==> config.mk <==
export PLATFORM = sky130hd
export DESIGN_NAME = div_seq_flat
export DESIGN_NICKNAME = d
export VERILOG_FILES = /design/src/rtl/div_seq_if.sv /design/src/rtl/div_seq.sv /design/src/flat_wrapper.sv
export SDC_FILE = /design/constraint.sdc
export NUM_CORES = 1
export LEC_CHECK = 0
export ABC_AREA = 1
export BUFFER_PORTS_ARGS = -buffer_cell sky130_fd_sc_hd__buf_4
export CORE_MARGIN = 4
export CORE_UTILIZATION = 60
export DETAILED_ROUTE_END_ITERATION = 16
export GPL_ROUTABILITY_DRIVEN = 0
export PLACE_DENSITY = 0.81
export SLEW_MARGIN = 20
export SYNTH_ARGS = -nofsm -noshare
export SYNTH_HDL_FRONTEND = slang
export SYNTH_SLANG_ARGS = --single-unit
==> constraint.sdc <==
create_clock -name clk -period 4 [get_ports clk]
set_input_delay 0.8 -clock clk [delete_from_list [all_inputs] [get_ports clk]]
set_output_delay 0.8 -clock clk [all_outputs]
set_load 0.01 [all_outputs]
==> src/rtl/div_seq_if.sv <==
// Ex <-> divider handshake bundle: operands, start/cancel request, result/ready/stall reply.
interface div_seq_if #(parameter int WIDTH = 32);
  logic [WIDTH-1:0]   opdata1_i;
  logic [WIDTH-1:0]   opdata2_i;
  logic               signed_div_i;
  logic               start_i;
  logic               cancel_i;
  logic [2*WIDTH-1:0] result_o;
  logic               ready_o;
  logic               stallreq_o;

  modport master (
    output opdata1_i, opdata2_i, signed_div_i, start_i, cancel_i,
    input  result_o, ready_o, stallreq_o
  );

  modport slave (
    input  opdata1_i, opdata2_i, signed_div_i, start_i, cancel_i,
    output result_o, ready_o, stallreq_o
  );
endinterface

==> src/rtl/div_seq.sv <==
// Radix-2 restoring divider sequencer for Ex div/mod, one quotient bit per cycle.
// Optional DIV_EARLY_OUT_EN: |dividend| < |divisor| skips the iteration and finishes in END directly.
module div_seq #(
  parameter int WIDTH = 32
) (
  input  logic      clk,
  input  logic      rst,
  div_seq_if.slave  bus
);

  localparam int CW = $clog2(WIDTH) + 1;

  typedef enum logic [1:0] {S_IDLE, S_DIVZERO, S_ON, S_END} state_t;

  state_t             state, state_nxt;
  logic [CW-1:0]      cnt;
  logic [WIDTH-1:0]   dvd, rem, dvs;
  logic               neg_q, neg_r;
  logic [2*WIDTH-1:0] res;

  logic               sgn1, sgn2, accept, early_out, last, ge;
  logic [WIDTH-1:0]   mag1, mag2, rem_step, dvd_step;
  logic [WIDTH:0]     trial;

  function automatic logic [WIDTH-1:0] mag(input logic [WIDTH-1:0] v, input logic neg);
    logic signed [WIDTH-1:0] s;
    s = v;
    return neg ? -s : s;
  endfunction

  function automatic logic [WIDTH-1:0] apply_sign(input logic [WIDTH-1:0] v, input logic neg);
    logic signed [WIDTH-1:0] s;
    s = v;
    return neg ? -s : s;
  endfunction

  assign sgn1   = bus.signed_div_i & bus.opdata1_i[WIDTH-1];
  assign sgn2   = bus.signed_div_i & bus.opdata2_i[WIDTH-1];
  assign mag1   = mag(bus.opdata1_i, sgn1);
  assign mag2   = mag(bus.opdata2_i, sgn2);
  assign accept = bus.start_i & ~bus.cancel_i;

`ifdef DIV_EARLY_OUT_EN
  assign early_out = (mag1 < mag2);
`else
  assign early_out = 1'b0;
`endif

  // Restoring step: the subtraction result always fits WIDTH bits when taken.
  assign trial    = {rem, dvd[WIDTH-1]};
  assign ge       = (trial >= {1'b0, dvs});
  assign rem_step = ge ? (trial[WIDTH-1:0] - dvs) : trial[WIDTH-1:0];
  assign dvd_step = {dvd[WIDTH-2:0], ge};
  assign last     = (cnt == CW'(WIDTH - 1));

  always_comb begin
    state_nxt = state;
    case (state)
      S_IDLE: begin
        if (accept) begin
          if (bus.opdata2_i == '0) state_nxt = S_DIVZERO;
          else if (early_out)      state_nxt = S_END;
          else                     state_nxt = S_ON;
        end
      end
      S_DIVZERO: state_nxt = bus.cancel_i ? S_IDLE : S_END;
      S_ON: begin
        if (bus.cancel_i) state_nxt = S_IDLE;
        else if (last)    state_nxt = S_END;
      end
      S_END:   if (bus.cancel_i || !bus.start_i) state_nxt = S_IDLE;
      default: state_nxt = S_IDLE;
    endcase
  end

  always_ff @(posedge clk or negedge rst) begin
    if (!rst) state <= S_IDLE;
    else      state <= state_nxt;
  end

  always_ff @(posedge clk or negedge rst) begin
    if (!rst) begin
      cnt   <= '0;
      dvd   <= '0;
      rem   <= '0;
      dvs   <= '0;
      neg_q <= 1'b0;
      neg_r <= 1'b0;
      res   <= '0;
    end else begin
      case (state)
        S_IDLE: begin
          if (accept) begin
            cnt   <= '0;
            rem   <= '0;
            dvd   <= mag1;
            dvs   <= mag2;
            neg_q <= sgn1 ^ sgn2;
            neg_r <= sgn1;
            res   <= (early_out && bus.opdata2_i != '0) ? {bus.opdata1_i, {WIDTH{1'b0}}} : '0;
          end
        end
        S_DIVZERO: res <= '0;
        S_ON: begin
          rem <= rem_step;
          dvd <= dvd_step;
          cnt <= cnt + CW'(1);
          if (last) res <= {apply_sign(rem_step, neg_r), apply_sign(dvd_step, neg_q)};
        end
        default: ;
      endcase
    end
  end

  assign bus.ready_o    = (state == S_END);
  assign bus.result_o   = (state == S_END) ? res : '0;
  assign bus.stallreq_o = bus.start_i & ~bus.ready_o & ~bus.cancel_i;

endmodule
==> src/flat_wrapper.sv <==
// flat-port wrapper written by rule: the top's interface ports become plain ports
module div_seq_flat 
#(
  parameter int WIDTH = 32
)
  (clk, rst, bus_opdata1_i, bus_opdata2_i, bus_signed_div_i, bus_start_i, bus_cancel_i, bus_result_o, bus_ready_o, bus_stallreq_o);
  div_seq_if #(.WIDTH(WIDTH)) bus_i ();
  input  logic clk;
  input  logic rst;
  input wire logic [$bits(bus_i.opdata1_i)-1:0] bus_opdata1_i;
  input wire logic [$bits(bus_i.opdata2_i)-1:0] bus_opdata2_i;
  input wire logic [$bits(bus_i.signed_div_i)-1:0] bus_signed_div_i;
  input wire logic [$bits(bus_i.start_i)-1:0] bus_start_i;
  input wire logic [$bits(bus_i.cancel_i)-1:0] bus_cancel_i;
  output wire logic [$bits(bus_i.result_o)-1:0] bus_result_o;
  output wire logic [$bits(bus_i.ready_o)-1:0] bus_ready_o;
  output wire logic [$bits(bus_i.stallreq_o)-1:0] bus_stallreq_o;
  assign bus_i.opdata1_i = bus_opdata1_i;
  assign bus_i.opdata2_i = bus_opdata2_i;
  assign bus_i.signed_div_i = bus_signed_div_i;
  assign bus_i.start_i = bus_start_i;
  assign bus_i.cancel_i = bus_cancel_i;
  assign bus_result_o = bus_i.result_o;
  assign bus_ready_o = bus_i.ready_o;
  assign bus_stallreq_o = bus_i.stallreq_o;
  div_seq #(.WIDTH(WIDTH)) u_core (.clk(clk), .rst(rst), .bus(bus_i));
endmodule
* Yosys cells after proc, flatten, opt, wreduce, memory -nomap -nowiden
Index checks and enable logic that the tools add are counted.
Cells by class: muxes and demuxes 22, magnitude comparators 1, equal/unequal tests 8, bitwise operators 8, reductions and logical operators 10, add/sub/neg operators 6
Operator list (number):
- $mux W32 | 7
- $mux W64 | 3
- $pmux W64 S3 | 1
- $neg A32 Y32 | 4
- $pmux W32 S2 | 2
- $ge A33 B32 Y1 | 1
- $logic_not A32 Y1 | 1
- $sub A32 B32 Y32 | 1
- $mux W2 | 6
- $pmux W6 S2 | 1
- $pmux W2 S4 | 1
- $add A6 B1 Y6 const B | 1
- $eq A6 B5 Y1 const B | 1
- $mux W6 | 1
- $reduce_and A3 Y1 | 2
- $and A1 B1 Y1 | 5
- $eq A2 B2 Y1 const B | 2
- $ne A2 B1 Y1 const B | 2
- $reduce_and A2 Y1 | 2
- $ne A3 B2 Y1 const B | 1
- $reduce_bool A3 Y1 | 1
- $eq A2 B1 Y1 const B | 1
- $logic_not A2 Y1 | 1
- $ne A2 B2 Y1 const B | 1
- 5 further kinds | 6
Storage, ports and cells: bits of input ports 69, logic and storage cells 63, register bits after elaboration 170

* Longest topological paths before layout
Gate-level depths: netlist of run 1.
word-level depth 6, gate-level depth with buffers 25, mapped depth without buffers 24

* Worst setup path after synthesis of run 1
Ideal clock, no wire load.
path kind reg2reg, from register u_core.rem[7], to register u_core.res[28], data arrival time 3.290 ns, setup slack 0.589 ns, buffers on the path 1, stages on the path, launching flop included 23, required time 3.878 ns, cell sequence dfrtp_1 -> ha_1 -> nand2_2 -> inv_1 -> nand2_1 -> nand2_2 -> clkinv_1 -> nand3_2 -> nand2_4 -> nand2_4 -> a21oi_2 -> buf_4 -> ha_1 -> nand3_1 -> nand3b_1 -> nor2_1 -> nand3_1 -> nand3b_1 -> nor2_1 -> nand3_1 -> nor2_1 -> o21ai_0 -> a32o_1
On the way: cells in the longest elaborated chain, start to end 5
Ends and longest elaborated chain:
- start, declared | RTL line div_seq.sv:17 | logic [WIDTH-1:0] dvd, rem, dvs;
- start signal, assigned | RTL line div_seq.sv:105 | rem <= rem_step;
- $ge A33 B32 Y1 | RTL line div_seq.sv:51 | assign ge = (trial >= {1'b0, dvs});
- $neg A32 Y32 | RTL line div_seq.sv:34 | return neg ? -s : s;
- $mux W32 | RTL line div_seq.sv:34
- $mux W64 | RTL line div_seq.sv:108 | if (last) res <= {apply_sign(rem_step, neg_r), apply_sign(dvd_step, neg_q)};
- $pmux W64 S3 | RTL line div_seq.sv:91 | case (state)
- end signal, assigned | RTL line div_seq.sv:100 | res <= (early_out && bus.opdata2_i != '0) ? {bus.opdata1_i, {WIDTH{1'b0}}} : '0;
- end signal, assigned | RTL line div_seq.sv:108
- end, declared | RTL line div_seq.sv:19 | logic [2*WIDTH-1:0] res;
Every way passes these cells. The select of a mux whose other input is x is not followed. A chain may end at the register's enable or synchronous reset.

* Final worst setup path of run 1
from register u_core.dvs[14], to register u_core.res[28]
On the way: cells in the longest elaborated chain, start to end 5
Ends and longest elaborated chain:
- start, declared | RTL line div_seq.sv:17
- start signal, assigned | RTL line div_seq.sv:97 | dvs <= mag2;
- $ge A33 B32 Y1 | RTL line div_seq.sv:51
- $neg A32 Y32 | RTL line div_seq.sv:34
- $mux W32 | RTL line div_seq.sv:34
- $mux W64 | RTL line div_seq.sv:108
- $pmux W64 S3 | RTL line div_seq.sv:91
Every way passes these cells. The select of a mux whose other input is x is not followed.

==> flow_summary.ini, run 1 <==
[final_layout]
fin_util_pct = 69.5
drive_above_1_share_pct = 12.9
multi_input_area_sq_um = 7700
layout.area.seq_sq_um = 4250
fin_nets = 2294
diodes = 0
fillCellCount = 1969
synthToLayoutAreaGrowth_pct = 13.1

[clock_tree]
root_buffer = clkbuf_16
clk_latency_ps = 450
cts_max_path_buffers = 2
cts_tree = done
htreeDepth = 4
ctsHoldBuffers = 0
cts_buffers = 17
cts_sinks = 170
path_clk_slew_ps = 70

[yosys]
yosys.area.top_type = dfrtp_1
synthSimpleGateAreaFrac_pct = 35.5
synth_area_sq_um = 13500
synth-edff-count = 0
yosysMostFrequentCell = nand2_1
yosys.area.top_type_share_pct = 31.4
synth_top_family_by_area = simple AND/OR/NAND/NOR gates
seq_area_frac_synth_pct = 31.4
synthDistinctLibCells = 52
synth-compound-area-share_pct = 11.7
syn_area_per_cell_sq_um = 6.52
synthAdderAreaFrac_pct = 3.94
synth_area_leaders = dfrtp_1 31%, nand2_1 18%, inv_1 9.1%
synth_flop_cell = dfrtp_1
ys_seq_elements = 170
async_flop_share_pct = 100
synth_common_cells = 665 x nand2_1, 329 x inv_1, 170 x dfrtp_1, 163 x nor2_1
synthCells = 2074
syn_nets = 2185
muxShareOfSynthArea_pct = 0
yosysWarningCount = 0
synth-xor-area-share_pct = 5.57

[worst_setup_path]
cp-end-kind = flop
rrSetupSlack_ps = 140
setup.worst_path.start_class = flop
critPathMaxFanout = 4
reg2reg_from = u_core.dvs[14]
worstPathRequired_ps = 4330
worstPathArrival_ps = 4190
crit_type = flop to flop
r2r.worst_path.cells = 22
r2r_end = u_core.res[28]

[die]
die_y_microns = 158
die_area_sq_um = 25000
dieWidth_microns = 158
core_area_sq_um = 22000
rows = 54
io_pins = 135
start_util_pct = 61.4

[sta]
fin_worst_skew_ps = 10.6
fmax_mhz = 259
post-route-period-util_pct = 96.6
setup_viol = 0
slew_headroom_pct = 28.5
slew_viol_final = 0
worstMarginPinSlew_ps = 1070
fin_crit_ps = 3860
hold_violations = 0
setup_tns_ps = 0

[drt]
vias = 14221
dr_wl_met3_mm = 3.86
drc_errors = 0
ant_nets = 0
firstDrtPassIters = 6
top_layer_used = met5
wl_met2_mm = 19.6
finalWirelength_mm = 42.0
drtIter0Drc = 1434
drt-met1-wl_mm = 16.1
viasPerCell = 5.74
wl_per_cell_microns = 16.9

[job]
cap_viol_max_count = 0

[place]
io_buffers = 134
place.detailed.hpwl_mm = 31.9

[global_route]
grt_pass1_vias = 13734
grt_max_degree = 78
grt_use_total_pct = 34.0
grt_pass1_wl_mm = 67.8
antenna_found_initial = 1
overflow = 0

[min_path]
hold_class = input pin to asynchronous set/reset pin

[outcome]
status = finished clean
## worst max path at each step
stage              startpoint             end  slack [ps]  cells past startpoint
4_1_cts        u_core.dvs[14]  u_core.res[30]         140                     24
2_1_floorplan   u_core.rem[7]  u_core.res[28]         590                     22
3_3_place_gp    u_core.rem[7]  u_core.res[30]         440                     23
5_1_grt        u_core.dvs[20]  u_core.res[30]         -40                     24
3_5_place_dp    u_core.rem[7]  u_core.res[30]         190                     23
6_report       u_core.dvs[14]  u_core.res[28]         140                     22
## flip-flops by register name (all words and copies together), names as in the netlist
| name | flops |
|---|---|
| u_core.cnt | 6 |
| u_core.dvd | 32 |
| u_core.dvs | 32 |
| u_core.neg_q | 1 |
| u_core.neg_r | 1 |
| u_core.rem | 32 |
| u_core.res | 64 |
| u_core.state | 2 |
## kinds of logic (layout without fill, tap and decap cells)
family,count (synthesis),after routing
buffers and inverters,403,525
AOI/OAI and AO/OA,269,269
and+or+nand+nor,1104,1104
adders and majority gates,42,42
xor gates and xnor gates,86,86
DFF,170,170
## layout by cell type, fill, tap and decap left out, drive strengths merged, types with 16 or more instances in the layout
| cell | n |
|---|---|
| nand4 | 16 |
| nand3 | 135 |
| o221ai | 29 |
| nor3 | 25 |
| clkbuf | 19 |
| nand2 | 708 |
| xnor2 | 21 |
| a21oi | 57 |
| inv | 342 |
| o21ai | 139 |
| nor2 | 191 |
| xor2 | 65 |
| buf | 151 |
| ha | 41 |
| dfrtp | 170 |
## per-stage QoR
step	hold slack (ps)	cells	setup WS, ps	instance area (sq um)
2_1_floorplan	449	2074	589	13500
3_3_place_gp	463	2443	440	14700
5_1_grt	348	2476	-35.7	15300
6_report	302	2476	136	15300
3_5_place_dp	465	2443	191	14700
4_1_cts	324	2475	140	15300
## repair_timing
| item | 4_1_cts | 5_1_grt |
|---|---|---|
| buffers inserted | 0 | 1 |
| gates resized for setup | 0 | 7 |
| setup endpoints to repair | 0 | 3 |
## worst max-delay path, stage by stage, from the launching register on
cell and delay (ps):
dfrtp_1 350, inv_1 80, ha_1 380, nand2_1 110, nand2_1 100, nand2_1 90, nand2_1 80, inv_1 60
nand2_1 80, inv_1 120, nand2_4 100, a21oi_4 200, ha_1 220, nand3_1 110, nand3b_1 250, nor2_4 170
nand3_1 140, nand3b_1 260, nor2_2 180, nand3_1 150, nor2_2 180, o21ai_0 100, a32o_1 240
## metal layers
layer | vias up | global-route usage, %
met1 | 6531 | 41.8
li1 | 6747 | -
met5 | - | 0
met3 | 183 | 7.79
met4 | 2 | 18.8
met2 | 758 | 55.2
## area by class of cell
class                      instances  share of cell area, %
sequential                       170                   27.8
clock buffer                      19                   2.89
tap                              280                   2.29
timing repair buffer             151                   7.59
inverter                         342                   8.40
clock inverter                    13                  0.711
multi-input combinational       1501                   50.3
Power of run 1 is not shown: default switching activity piles up to over one toggle a cycle in this logic, so the estimate is an artifact.
==> inputs of run 2 (changes only) <==
PLACE_DENSITY = default   (was 0.81)
PLACE_DENSITY_LB_ADDON = 0.1   (was default)
==> flow_summary.ini, run 2 (synthesis results as in run 1) <==
[worst_setup_path]
r2r.worst_path.cells = 24
worstPathRequired_ps = 4360
r2r_end = u_core.res[30]
cp-end-kind = flop
rrSetupSlack_ps = 280
critPathMaxFanout = 5
setup.worst_path.start_class = flop
reg2reg_from = u_core.dvs[20]
crit_type = flop to flop
worstPathArrival_ps = 4080

[global_route]
grt_use_total_pct = 33.4
grt_pass1_wl_mm = 66.7
antenna_found_initial = 0
grt_max_degree = 69
overflow = 0
grt_pass1_vias = 13367

[sta]
hold_ws_ps = 322
slew_viol_final = 0
slew_headroom_pct = 29.9
setup_tns_ps = 0
fin_worst_skew_ps = 12.4
fin_crit_ps = 3720
setup_viol = 0
worstMarginPinSlew_ps = 1050
post-route-period-util_pct = 92.9
hold_violations = 0
fmax_mhz = 269

[die]
dieWidth_microns = 158
die_y_microns = 158
core_area_sq_um = 22000
io_pins = 135
die_area_sq_um = 25000
rows = 54
start_util_pct = 61.4

[place]
place.detailed.hpwl_mm = 31.9
place_inst = 2444
placed_cell_area_sq_um = 14700
io_buffers = 134

[drt]
ant_nets = 0
drc_errors = 0
wl_per_cell_microns = 17.0
vias = 14096
drtIter0Drc = 1405
firstDrtPassIters = 9
viasPerCell = 5.69
finalWirelength_mm = 42.0

[final_layout]
final_common_cell = nand2_1
top_register = u_core.res
final_cell_mix = 665 x nand2_1, 329 x inv_1, 170 x dfrtp_1, 160 x nor2_1, 150 x buf_4
synthToLayoutAreaGrowth_pct = 13.5
largest_reg_flops = 64
drive_above_1_share_pct = 13.0
diodes = 0
design_area_sq_um = 15400
fin_nets = 2295
final_cells = 2477

[clock_tree]
cts_tree = done
path_clk_slew_ps = 70
cts_max_path_buffers = 2
ctsHoldBuffers = 0
clk_latency_ps = 440
root_buffer = clkbuf_16
cts_sinks = 170
htreeDepth = 4
cts_buffers = 17

[job]
cap_viol_max_count = 0

[outcome]
status = finished clean

[min_path]
hold_class = input pin to asynchronous set/reset pin
-- run 2: cell count changes in the layout (fill, tap and decap cells not counted), sizes merged --
| cell | change |
|---|---|
| clkinvlp | -4 |
| clkinv | +3 |
| bufinv | +2 |
| buf | +1 |
| inv | -1 |
-- run 2: layout make-up --
cell class | count | area [sq um]
Fill cell | 1942 | 6670
Clock buffer | 19 | 443
Multi-Input combinational cell | 1501 | 7700
Timing Repair Buffer | 152 | 1160
Clock inverter | 13 | 163
Sequential cell | 170 | 4250
Inverter | 342 | 1290
Tap cell | 280 | 350
-- run 2: worst max-delay path: stages (launching register included) --
cell and delay, ps:
dfrtp_1 360, inv_1 60, ha_1 360, nand2_1 130
inv_1 60, nand2_1 70, nand2_1 80, nand2_1 80
nand2_1 90, nand2_1 90, nand3_2 130, a21oi_4 200
ha_1 220, nand3_1 110, nand3b_1 240, nor2_4 150
nand3_1 140, nand3b_1 240, nor2_2 170, nand3_1 150
nor2_2 150, a21oi_1 100, nand2_1 80, nand2_1 40
o21ai_0 160
-- run 2: how the worst max path moves through the flow --
stage,startpoint,cells after the start,slack (ps),to
after floorplan,u_core.rem[7],22,590,u_core.res[28]
after global placement,u_core.rem[25],21,430,u_core.res[30]
after detailed placement,u_core.rem[7],23,300,u_core.res[30]
after CTS,u_core.dvs[20],24,150,u_core.res[30]
after global routing,u_core.dvs[20],24,-20,u_core.res[30]
final,u_core.dvs[20],24,280,u_core.res[30]
-- run 2: timing repair --
item                                    4_1_cts  5_1_grt
setup buffers                                 0        1
resized for setup                             0        5
endpoints found under the setup margin        0        5
-- run 2: metal layers --
layer  vias to the layer above  track usage [%]  share of wire [%]
met4                         0             16.4                5.2
met1                      6532             42.8                 41
li1                       6740                -                  -
met5                         -                0                  0
met3                       153             6.10                7.6
met2                       671             54.6                 47
-- run 2: per-stage QoR --
step           utilization (%)  setup slack, ps
2_1_floorplan                -              589
3_3_place_gp              66.8              434
3_5_place_dp              66.8              305
4_1_cts                   69.6              148
5_1_grt                   69.7            -15.1
6_report                  69.7              285
Power of run 2 is left out for the same reason.
==> inputs of run 3 (changes only) <==
CTS_CLUSTER_DIAMETER = 200   (was default)
PLACE_DENSITY = 0.88   (was default)
PLACE_DENSITY_LB_ADDON = default   (was 0.1)
==> flow_summary.ini, run 3 (synthesis results as in run 1) <==
[worst_setup_path]
critPathBufInv = 2
worstPathRequired_ps = 4340
critPathMostFrequentCell = nand2_1
r2r.worst_path.cells = 21
crit_type = flop to flop
cp-end-kind = flop
rrSetupSlack_ps = 260
cp.depth = 21
r2r_end = u_core.res[25]
endpoint = u_core.res[25]
crit_family = simple AND/OR/NAND/NOR gates
critPathMaxFanout = 41
worstPathArrival_ps = 4080
critPathLaunch = u_core.rem[18]
setup.worst_path.start_class = flop
critPathSlowestCell = dfrtp_1
critPathMaxStageDelay_ps = 410
reg2reg_from = u_core.rem[18]
crit_path_cell_trace = ha_1 > nand2_1 > inv_1 > nand2_1 > nand2_1 > nand2_1 > nand2_1 > nand2_1 > nand3_2 > inv_4 > nand2_8 > nor3_2 > nand2_1 > nor2_2 > nand2_2 > nor2_2 > nand3_1 > nand2_1 > nand2_1 > nand3_1 > nand2_1

[global_route]
grt_max_degree = 87
overflow = 0
grt_pass1_vias = 14013
grt_use_total_pct = 33.7
grt_pass1_wl_mm = 67.6
antenna_found_initial = 1

[sta]
post-route-period-util_pct = 93.4
setup_tns_ps = 0
setup_viol = 0
worstMarginPinSlew_ps = 1050
fin_worst_skew_ps = 18.5
slew_viol_final = 0
fin_crit_ps = 3740
fmax_mhz = 268
hold_violations = 0
slew_headroom_pct = 29.9

[final_layout]
fin_nets = 2294
synthToLayoutAreaGrowth_pct = 13.4
final_cells = 2476
top_register = u_core.res
largest_reg_flops = 64
fillCellCount = 1812
final_cell_mix = 665 x nand2_1, 329 x inv_1, 170 x dfrtp_1, 160 x nor2_1, 149 x buf_4
final_common_cell = nand2_1
diodes = 0
fin_util_pct = 69.7
drive_above_1_share_pct = 13.0

[drt]
drc_errors = 0
wl_per_cell_microns = 16.9
ant_nets = 0
firstDrtPassIters = 7
finalWirelength_mm = 41.9
drtIter0Drc = 1716
vias = 14442
viasPerCell = 5.83

[clock_tree]
clk_latency_ps = 460
htreeDepth = 4
cts_max_path_buffers = 2
cts_resized = 0
post_cts_buffers = 0
cts_sinks = 170
cts_buffers = 17
cts_tree = done
root_buffer = clkbuf_16
path_clk_slew_ps = 70
ctsHoldBuffers = 0

[job]
cap_viol_max_count = 0

[outcome]
status = finished clean

[die]
die_area_sq_um = 25000
dieWidth_microns = 158
core_area_sq_um = 22000
die_y_microns = 158
start_util_pct = 61.4
io_pins = 135
rows = 54

[min_path]
hold_class = input pin to asynchronous set/reset pin

[place]
io_buffers = 134
place_inst = 2444
place.detailed.hpwl_mm = 31.7
-- run 3: cell types whose count changed in the layout (fill, tap and decap cells not counted) --
cell        delta
bufinv_16      -1
nor2_4         -1
buf_4          -1
nor2_2         +1
clkbuf_1       -1
clkinvlp_4     +1
clkbuf_8       +1
o21ai_0        -2
o21ai_1        +2
clkinv_2       -2
inv_8          +3
inv_6          -1
-- run 3: layer usage --
metal	GRT usage, %	vias up	share of wire [%]
li1	-	6739	-
met4	20.4	2	6.6
met5	0	-	0.017
met2	55.0	836	47
met1	40.7	6653	37
met3	7.33	212	9.5
-- run 3: worst reg2reg max path: cells and delay by family (launching register included) --
family,cells,cell delay [ps]
adder cells (fa/ha/maj),1,360
AND/OR/NAND/NOR,18,2420
flip-flops,1,410
buffers and inverters,2,440
-- run 3: stage by stage --
stage                     cell area, sq um  setup slack, ps  hold slack [ps]
after floorplan                      13500              589              449
after global placement               14700              494              465
after detailed placement             14700              313              466
after CTS                            15300              244              284
after global routing                 15300            -15.9              299
final                                15300              263              266
-- run 3: how the worst min path moves through the flow --
stage / endpoint / slack, ps / cells past startpoint
4_1_cts: u_core.rem[18] / 280 / 1
3_3_place_gp: u_core.res[59] / 470 / 2
6_report: u_core.dvs[23] / 270 / 1
2_1_floorplan: u_core.res[27] / 450 / 2
3_5_place_dp: u_core.res[58] / 470 / 2
5_1_grt: u_core.rem[18] / 300 / 1
-- run 3: area by class of cell --
class	count	area, sq um	area share [%]
tap	280	350	2.28
sequential	170	4250	27.7
multi-input combinational	1501	7690	50.2
clock buffer	19	453	2.95
clock inverter	13	155	1.01
inverter	342	1290	8.38
timing repair buffer	151	1150	7.49
Power of run 3 is left out for the same reason.
